### config.mk
export PLATFORM = sky130hd
export DESIGN_NAME = grid_memory_banked
export DESIGN_NICKNAME = d
export VERILOG_FILES = /design/src/rtl/grid_pkg.sv /design/src/rtl/grid_bank.sv /design/src/rtl/grid_memory_banked.sv
export SDC_FILE = /design/constraint.sdc
export NUM_CORES = 1
export LEC_CHECK = 0
export BUFFER_PORTS_ARGS = -buffer_cell sky130_fd_sc_hd__buf_4
export CAP_MARGIN = 20
export CORE_MARGIN = 2
export CORE_UTILIZATION = 35
export CTS_CLUSTER_SIZE = 16
export DETAILED_ROUTE_END_ITERATION = 8
export PLACE_DENSITY = 0.5
export SLEW_MARGIN = 0
export SYNTH_ARGS = -nofsm -noshare
export SYNTH_HDL_FRONTEND = slang
export SYNTH_HIERARCHICAL = 1
export SYNTH_SLANG_ARGS = --single-unit
### constraint.sdc
create_clock -name clk -period 2.71 [get_ports clk]
set_input_delay 0 -clock clk [delete_from_list [all_inputs] [get_ports clk]]
set_output_delay 0 -clock clk [all_outputs]
set_load 0.02 [all_outputs]
### src/rtl/grid_pkg.sv
// Shared types and defaults for the double-buffered Life grid store.
package grid_pkg;

    localparam int unsigned DEF_COLS = 8;
    localparam int unsigned DEF_ROWS = 8;

    typedef logic [DEF_COLS-1:0] row_t;

    // Controller states. BOOT covers the single cycle after reset release, where
    // LOAD_RUN is sampled to pick the first real state.
    typedef logic [1:0] mem_state_t;
    localparam mem_state_t BOOT      = 2'd0;
    localparam mem_state_t LOAD_FILL = 2'd1;
    localparam mem_state_t LOAD_FULL = 2'd2;
    localparam mem_state_t RUN       = 2'd3;

endpackage

### src/rtl/grid_bank.sv
// One ROWS x COLS register bank: a single write port plus a combinational
// three-row read port (centre row and its two toroidal neighbours).
module grid_bank
    import grid_pkg::*;
#(
    parameter int unsigned COLS   = DEF_COLS,
    parameter int unsigned ROWS   = DEF_ROWS,
    parameter int unsigned ADDR_W = $clog2(ROWS)
) (
    input  logic              clk,
    input  logic              rst_n,
    input  logic              wr_en,
    input  logic [ADDR_W-1:0] wr_addr,
    input  logic [COLS-1:0]   wr_data,
    input  logic [ADDR_W-1:0] rd_addr,
    output logic [COLS-1:0]   rd_prev,
    output logic [COLS-1:0]   rd_cur,
    output logic [COLS-1:0]   rd_next
);

    localparam int unsigned    IDX_W    = $clog2(ROWS);
    localparam logic [IDX_W-1:0] LAST_IDX = IDX_W'(ROWS - 1);

    logic [COLS-1:0]  mem [ROWS];
    logic [IDX_W-1:0] wr_idx;
    logic [IDX_W-1:0] cur_idx;
    logic [IDX_W-1:0] prev_idx;
    logic [IDX_W-1:0] next_idx;
    logic             wr_in_range;

    assign wr_idx      = IDX_W'(wr_addr);
    assign cur_idx     = IDX_W'(rd_addr);
    assign wr_in_range = 32'(wr_addr) < ROWS;

    // Row storage; out-of-range write addresses are dropped.
    always_ff @(posedge clk or negedge rst_n) begin
        if (!rst_n) begin
            for (int r = 0; r < int'(ROWS); r++) begin
                mem[r] <= '0;
            end
        end else if (wr_en && wr_in_range) begin
            mem[wr_idx] <= wr_data;
        end
    end

    // Neighbour rows wrap around the top and bottom edges of the grid.
    always_comb begin
        prev_idx = (cur_idx == '0) ? LAST_IDX : cur_idx - 1'b1;
        next_idx = (cur_idx == LAST_IDX) ? '0 : cur_idx + 1'b1;
        rd_prev  = mem[prev_idx];
        rd_cur   = mem[cur_idx];
        rd_next  = mem[next_idx];
    end

endmodule

### src/rtl/grid_memory_banked.sv
// Ping-pong row store for the Life grid: the calculator reads the active bank
// while writing the next generation into the shadow bank; SWAP commits it.
// Load mode streams the initial pattern into the active bank row by row.
module grid_memory_banked
    import grid_pkg::*;
#(
    parameter int unsigned COLS   = DEF_COLS,
    parameter int unsigned ROWS   = DEF_ROWS,
    parameter int unsigned ADDR_W = $clog2(ROWS),
    parameter int unsigned GEN_W  = 16
) (
    input  logic              clk,
    input  logic              rst_n,
    input  logic              load_run,
    input  logic [COLS-1:0]   initial_in,
    input  logic              initial_valid,
    output logic              initial_ready,
    output logic              load_done,
    input  logic              rd_en,
    input  logic [ADDR_W-1:0] rd_addr,
    output logic [COLS-1:0]   rd_prev,
    output logic [COLS-1:0]   rd_cur,
    output logic [COLS-1:0]   rd_next,
    output logic              rd_valid,
    input  logic [COLS-1:0]   grid_in,
    input  logic [ADDR_W-1:0] wr_addr,
    input  logic              write_enable,
    input  logic              swap,
    output logic              active_bank,
    output logic [GEN_W-1:0]  gen_count
);

    localparam logic [ADDR_W-1:0] LAST_ROW = ADDR_W'(ROWS - 1);

    mem_state_t        state_q;
    mem_state_t        state_d;
    logic [ADDR_W-1:0] ptr_q;
    logic [ADDR_W-1:0] ptr_d;
    logic              active_q;
    logic [GEN_W-1:0]  gen_q;

    logic              load_xfer;
    logic              run_mode;
    logic              rd_in_range;

    logic [1:0]        bank_we;
    logic [ADDR_W-1:0] bank_addr [2];
    logic [COLS-1:0]   bank_data [2];
    logic [COLS-1:0]   bank_prev [2];
    logic [COLS-1:0]   bank_cur  [2];
    logic [COLS-1:0]   bank_next [2];

    assign run_mode      = (state_q == RUN);
    assign initial_ready = (state_q == LOAD_FILL);
    assign load_done     = (state_q == LOAD_FULL);
    assign load_xfer     = initial_ready && initial_valid;
    assign rd_in_range   = 32'(rd_addr) < ROWS;
    assign active_bank   = active_q;
    assign gen_count     = gen_q;

    // Next-state logic for the load/run controller and the load pointer.
    always_comb begin
        state_d = state_q;
        ptr_d   = ptr_q;
        case (state_q)
            BOOT: begin
                state_d = load_run ? RUN : LOAD_FILL;
            end
            LOAD_FILL: begin
                if (load_xfer) begin
                    ptr_d = ptr_q + 1'b1;
                    if (ptr_q == LAST_ROW) begin
                        state_d = LOAD_FULL;
                    end
                end
                if (load_run) begin
                    state_d = RUN;
                end
            end
            LOAD_FULL: begin
                if (load_run) begin
                    state_d = RUN;
                end
            end
            RUN: begin
                if (!load_run) begin
                    state_d = LOAD_FILL;
                    ptr_d   = '0;
                end
            end
            default: state_d = BOOT;
        endcase
    end

    // Controller state and load pointer.
    always_ff @(posedge clk or negedge rst_n) begin
        if (!rst_n) begin
            state_q <= BOOT;
            ptr_q   <= '0;
        end else begin
            state_q <= state_d;
            ptr_q   <= ptr_d;
        end
    end

    // Bank select and generation counter; leaving RUN restarts the count.
    always_ff @(posedge clk or negedge rst_n) begin
        if (!rst_n) begin
            active_q <= 1'b0;
            gen_q    <= '0;
        end else if (run_mode) begin
            if (swap) begin
                active_q <= ~active_q;
            end
            if (!load_run) begin
                gen_q <= '0;
            end else if (swap) begin
                gen_q <= gen_q + 1'b1;
            end
        end
    end

    // Write steering: loads target the active bank, run-mode writes the shadow.
    // A write coinciding with SWAP lands in the bank that becomes active.
    always_comb begin
        bank_we = '0;
        for (int b = 0; b < 2; b++) begin
            bank_addr[b] = '0;
            bank_data[b] = '0;
        end
        if (load_xfer) begin
            bank_we[active_q]   = 1'b1;
            bank_addr[active_q] = ptr_q;
            bank_data[active_q] = initial_in;
        end else if (run_mode && write_enable) begin
            bank_we[~active_q]   = 1'b1;
            bank_addr[~active_q] = wr_addr;
            bank_data[~active_q] = grid_in;
        end
    end

    for (genvar b = 0; b < 2; b++) begin : g_bank
        grid_bank #(
            .COLS   (COLS),
            .ROWS   (ROWS),
            .ADDR_W (ADDR_W)
        ) u_bank (
            .clk     (clk),
            .rst_n   (rst_n),
            .wr_en   (bank_we[b]),
            .wr_addr (bank_addr[b]),
            .wr_data (bank_data[b]),
            .rd_addr (rd_addr),
            .rd_prev (bank_prev[b]),
            .rd_cur  (bank_cur[b]),
            .rd_next (bank_next[b])
        );
    end

    // Registered read port; samples the pre-swap active bank and holds when idle.
    always_ff @(posedge clk or negedge rst_n) begin
        if (!rst_n) begin
            rd_prev  <= '0;
            rd_cur   <= '0;
            rd_next  <= '0;
            rd_valid <= 1'b0;
        end else if (run_mode && rd_en) begin
            rd_valid <= 1'b1;
            if (rd_in_range) begin
                rd_prev <= bank_prev[active_q];
                rd_cur  <= bank_cur[active_q];
                rd_next <= bank_next[active_q];
            end else begin
                rd_prev <= '0;
                rd_cur  <= '0;
                rd_next <= '0;
            end
        end else begin
            rd_valid <= 1'b0;
        end
    end

endmodule
# == Yosys cells after proc, flatten, opt, wreduce, memory -nomap -nowiden ==
# Cells that the tools add are included.
# word_totals
inputBits,29
rom_bits,0
mem_bits_rw,0
elab_cells,148
reg_bits,175
output_inout_bits,44
mem_count,0
latchBits,0
# op_classes
n_shift,0
add_sub_neg,4
n_reduce_logical,16
eq_ne,11
order_cmp,15
n_mul,0
bitwise,12
mux,66
n_div,0
# op_table
operator,count
8-bit 2-to-1 mux,25
8-bit binary-select mux with 3-bit select,6
64-bit bitwise mux,2
16-bit 2-to-1 mux,4
8-bit demux with 3-bit select,2
16-bit bitwise AND,2
4-bit greater-or-equal comparator (second input constant),5
3-bit NOT with 4-bit output,5
3-bit 2-to-1 mux,6
16-bit by 1-bit adder with 16-bit output (second input constant),1
8-bit demux with 1-bit select,2
2-bit 2-to-1 mux,8
6-bit bitwise AND,2
6-bit 2-to-1 mux,2
1-bit logical AND,9
4-bit by 1-bit < comparator with 1-bit output (second input constant),2
2-bit one-hot mux with 4 select lines,1
3-bit by 1-bit adder with 3-bit output (second input constant),2
3-bit demux with 1-bit select,2
3-bit == test (second input constant),2
3-bit by 2-bit inequality test with 1-bit output (second input constant),2
3-bit one-hot mux with 2 select lines,1
2-bit == test (second input constant),2
2-bit greater-or-equal comparator (second input constant),2
other kinds (17),27

# == Depth between registers and ports, before layout ==
# depth
depth_word,15
mapped_depth,11
mapped_depth_nobuf,9

# == Hierarchy ==
# The synthesis kept the hierarchy.
# by_module_without_submodules
module,area_each_um2,cells_each,seq_area_each_um2,instances
grid_bank at g_bank[1].u_bank,3819.9,232,1601.5,1
grid_bank at g_bank[0].u_bank,3817.4,232,1601.5,1
grid_memory_banked,2591.2,273,1176.1,1

# == Worst setup path after synthesis ==
# No wires, ideal clock.
# synth_path
path_type,reg-to-reg
start,register state_q[1]
end,register g_bank[1].u_bank/mem[24] (netlist bit)
synth_period_minus_slack_ns,2.790
setup_time_ns,0.125
setup_slack_ns,-0.080
path_buffers,2
arrival_time_ns,2.665
stages_incl_launch_ff,12
required_time_ns,2.585
path_cell_list,dfrtp_1 -> inv_1 -> ha_1 -> nand2_1 -> nand3_1 -> nor2_1 -> clkbuf_1 -> a22o_1 -> clkbuf_1 -> nand2b_4 -> nor3b_4 -> mux2_4
# synth_rtl
item,line_no,text
from (decl),grid_memory_banked.sv:35,mem_state_t state_q;
from (signal assigned),grid_memory_banked.sv:101,state_q <= state_d;
"to (signal, indexed assignment)",grid_bank.sv:42,mem[wr_idx] <= wr_data;
to (decl),grid_bank.sv:24,logic [COLS-1:0] mem [ROWS];

==> run_results.csv <==
group,metric,value,unit
routing,drtIter0Drc,434,
yosys,synthDominantCellAreaShare,0.4281,
pwr,power.combinational.fraction,0.321,
layout,finish.utilization,0.4240,
global_routing,top_usage_layer,"met2",
pwr,swShare,0.3386,
yosys,synthFlopType,"sky130_fd_sc_hd__dfrtp_1",
worst_setup_path,crit_chain,"inv_1 > ha_2 > nand2_1 > nand3_1 > nor2_1 > buf_4 > a22o_1 > nand2b_4 > nor3b_4 > buf_4 > mux2_4",
routing,firstDrtPassIters,4,
yosys,yosysWarnings,6,
yosys,synth_edf_count,0,
sta,timing.final.crit_period,2531,ps
clocking,cts_max_level,4,
global_routing,grt_antenna_before_repair,0,
worst_setup_path,slowest_delay,420,ps
global_routing,gr-usage-met1,0.2528,
place,placement.cell_area,0.01144,mm2
yosys,yosysSeqAreaShare,0.4281,
yosys,synth-async-reset-ratio,1.000,
sta,slew_violations,0,
clocking,tritoncts_num_sinks,175,
yosys,synthDominantAreaCellType,"sky130_fd_sc_hd__dfrtp_1",
worst_setup_path,critPathLaunchType,"register",
worst_setup_path,timing.critical_path.to_type,"register",
global_routing,grt_start_max_net_pins,70,
sta,clock_skew,12.22,ps
yosys,synth.ff_latch_count,175,
layout,insertedDiodeCount,0,
die,die_h,175.0,um
sta,achievable-frequency,395.0,MHz
sta,finalCritPeriodShare,0.9341,
worst_setup_path,path_class,"reg2reg",
pwr,cell_internal_pwr,6.055,mW
die,width_of_the_die,175.0,um
global_routing,grt.total_usage,0.1894,
global_routing,global_route.usage.met2,0.3060,
clocking,clkLatencyLatePin,440,ps
yosys,netlist_area,0.01023,mm2
place,dpl_wire_length,19970,um
pwr,pwr-share-seq,0.372,
worst_setup_path,top_family_by_delay_on_critical_path,"simple AND/OR/NAND/NOR gates",
die,die_area,0.03061,mm2
sta,setup_violations,0,
clocking,numCtsBuffers,17,
worst_setup_path,cpMostUsedCell,"sky130_fd_sc_hd__buf_4",
outcome,status,"complete, no violations",
worst_setup_path,cp.buffers_inverters,3,
worst_setup_path,arrival,2850,ps
pwr,leakagePower,5.634,nW
layout,fin_nets,878,
pwr,power.clock.fraction,0.307,
clocking,clock-root-buffer,"sky130_fd_sc_hd__clkbuf_16",
pwr,irDropWorstVdd,0.4878,mV
sta,timing.final.hold_violations,0,
worst_setup_path,crit_path_top_delay_cell,"sky130_fd_sc_hd__dfrtp_1",
routing,post_drt_wl_per_cell,22.44,um
yosys,synth.lib_cells_used.distinct,46,
worst_setup_path,critical_path_required,3030,ps
die,fp.coreArea,0.02870,mm2
layout,num-fill-cells,2683,
sta,tightest_slew,851.2,ps
sta,worst_slew_margin_rel,0.4304,
yosys,leading_post_synthesis_cells_by_cell_area,"sky130_fd_sc_hd__dfrtp_1, sky130_fd_sc_hd__mux2_2, sky130_fd_sc_hd__mux4_2, sky130_fd_sc_hd__mux2_1, sky130_fd_sc_hd__mux2_4",
pwr,power_per_cell_area,752.3,mW/mm2
yosys,synth_cells,737,
die,floorplan.io_pins,73,
die,initial_utilization,0.3564,
die,fp-row-count,62,
yosys,avgSynthCellArea,13.88,um2
routing,route.detailed.vias_per_inst,5.424,
pwr,switchingPower,3.100,mW
routing,ant_nets,0,
flow_run,max_cap_viol_count,0,
clocking,cts_tree,"built",
layout,area_growth_syn_to_layout,18.98,%
global_routing,number_of_global_route_vias_before_repair,7031,
layout,layout-drive-gt1-share,0.4912,
global_routing,grt_pass1_wl,43130,um
routing,drcViolationCount,0,
worst_hold_path,holdCritPathClass,"in2async",
global_routing,grt_remaining_overflow,0,
yosys,syn-num-nets,779,
clocking,clock_tree.buffer_depth,2,
place,portBuffers,72,
place,gp_congestion,0.8182,
worst_setup_path,cp_max_fo,12,
sta,unrepaired_setup_endpoints_after_global_routing,"yes",
clocking,clk_pin_slew_worst_paths,70,ps
layout,final_area,0.01217,mm2
routing,via_count,6688,
routing,finalWirelength,27670,um
global_routing,globalRouteMet3Util,0.03721,
worst_setup_path,r2r_slack,180,ps
sta,smallest_hold_slack,131.3,ps
==> cells in the mapped netlist (5+ instances only) <==
cell	count
sky130_fd_sc_hd__mux2_2	154
sky130_fd_sc_hd__mux4_2	64
sky130_fd_sc_hd__inv_1	13
sky130_fd_sc_hd__ha_1	13
sky130_fd_sc_hd__nand3_1	5
sky130_fd_sc_hd__a21oi_1	36
sky130_fd_sc_hd__mux2_4	22
sky130_fd_sc_hd__nand2_1	14
sky130_fd_sc_hd__dfrtp_1	175
sky130_fd_sc_hd__nand4_1	5
sky130_fd_sc_hd__nor2_1	34
sky130_fd_sc_hd__mux2_1	32
sky130_fd_sc_hd__xnor2_1	5
sky130_fd_sc_hd__clkbuf_1	15
sky130_fd_sc_hd__o21ai_0	15
sky130_fd_sc_hd__nand4b_1	6
sky130_fd_sc_hd__or3_1	7
sky130_fd_sc_hd__buf_2	20
sky130_fd_sc_hd__a22o_1	25
sky130_fd_sc_hd__mux2i_1	28
==> registers in the layout (all words and copies together), names as in the netlist <==
signal and count:
state_q 2, rd_valid 1, rd_next 8, rd_cur 8, gen_count 16, ptr_q 3, active_bank 1, rd_prev 8
g_bank.u_bank/mem 128
==> logic make-up after synthesis <==
group                    after synthesis  synth area share
XOR/XNOR                               7          0.007461
flip-flops                           175            0.4281
adder cells (fa/ha/maj)               13           0.01590
buffers and inverters                 58           0.02728
AND/OR/NAND/NOR                      101           0.06251
AO/OA/AOI/OAI                         83           0.05333
multiplexers                         300            0.4054
==> through the flow <==
step	std cells	power, mW	setup WS (ps)	TNS [ps]
6_report	1233	9.156	178.6	0
5_1_grt	1233	9.659	-9.769	-9.769
4_1_cts	1233	9.270	66.69	0
3_5_place_dp	1196	6.396	-14.65	-26.69
3_3_place_gp	1196	6.291	122.3	0
2_1_floorplan	737	5.274	47.38	0
==> cell usage in the layout (no fill, tap or decap), types with 5 or more instances in the layout <==
cell,count
sky130_fd_sc_hd__a21oi_1,36
sky130_fd_sc_hd__a22o_1,23
sky130_fd_sc_hd__buf_12,5
sky130_fd_sc_hd__buf_4,115
sky130_fd_sc_hd__bufinv_16,5
sky130_fd_sc_hd__clkbuf_16,17
sky130_fd_sc_hd__dfrtp_1,175
sky130_fd_sc_hd__ha_1,12
sky130_fd_sc_hd__inv_1,13
sky130_fd_sc_hd__mux2_1,32
sky130_fd_sc_hd__mux2_2,154
sky130_fd_sc_hd__mux2_4,22
sky130_fd_sc_hd__mux2i_1,28
sky130_fd_sc_hd__mux4_2,64
sky130_fd_sc_hd__nand2_1,14
sky130_fd_sc_hd__nand3_1,5
sky130_fd_sc_hd__nand4_1,5
sky130_fd_sc_hd__nand4b_1,6
sky130_fd_sc_hd__nor2_1,33
sky130_fd_sc_hd__o21ai_0,15
sky130_fd_sc_hd__or3_1,7
sky130_fd_sc_hd__xnor2_1,5
==> worst register-to-register path, delay by kind of cell, from the launching register on <==
kind,cells,cell delay [ps]
compound gates,1,250
fa+ha+maj,1,190
buf+inv,3,540
flops,1,420
mux,1,320
simple gates,5,690
==> power groups by stage <==
stage / combinational [mW] / clock (mW) / sequential (mW)
after floorplan: 1.66 / 0 / 3.62
after global placement: 2.88 / 0 / 3.41
after detailed placement: 2.95 / 0 / 3.45
after CTS: 2.97 / 2.90 / 3.40
after global routing: 3.19 / 3.00 / 3.47
final: 2.94 / 2.81 / 3.41
==> routing by layer <==
metal,part of all wire,vias up
li1,-,3021
met1,0.44,3462
met2,0.48,168
met3,0.049,37
met4,0.027,0
met5,0,-
==> cell type report <==
class,count,area [um2],share of cell area
timing repair buffer,125,1015,0.08338
multi-input combinational,504,5579,0.4584
sequential,175,4379,0.3598
inverter,13,48.80,0.004009
clock buffer,18,439.2,0.03609
clock inverter,14,229.0,0.01881
tap,384,480.5,0.03948
==> what timing repair did <==
action / 4_1_cts / 5_1_grt
gates resized for setup: 0 / 3
gates cloned: 0 / 0
hold endpoints to repair: 75 / 0
setup endpoints to repair: 8 / 48
pin swaps: 1 / 0
setup buffers: 1 / 0
hold buffers: 4 / 0
==> path summary, 6_finish.rpt <==
| path | endpoint | from | depth (start not counted) |
|---|---|---|---|
| max in group asynchronous | g_bank[1].u_bank/mem[43] | rst_n | 3 |
| worst min-delay path | g_bank[0].u_bank/mem[59] | rst_n | 2 |
| worst max register to register | g_bank[0].u_bank/mem[24] | state_q[1] | 11 |
| min in group clk | g_bank[0].u_bank/mem[51] | grid_in[3] | 3 |
| worst max-delay path | g_bank[0].u_bank/mem[24] | state_q[1] | 11 |
| worst min register to register | g_bank[0].u_bank/mem[52] | g_bank[0].u_bank/mem[52] | 1 |
(Power assumes the default switching activity.)
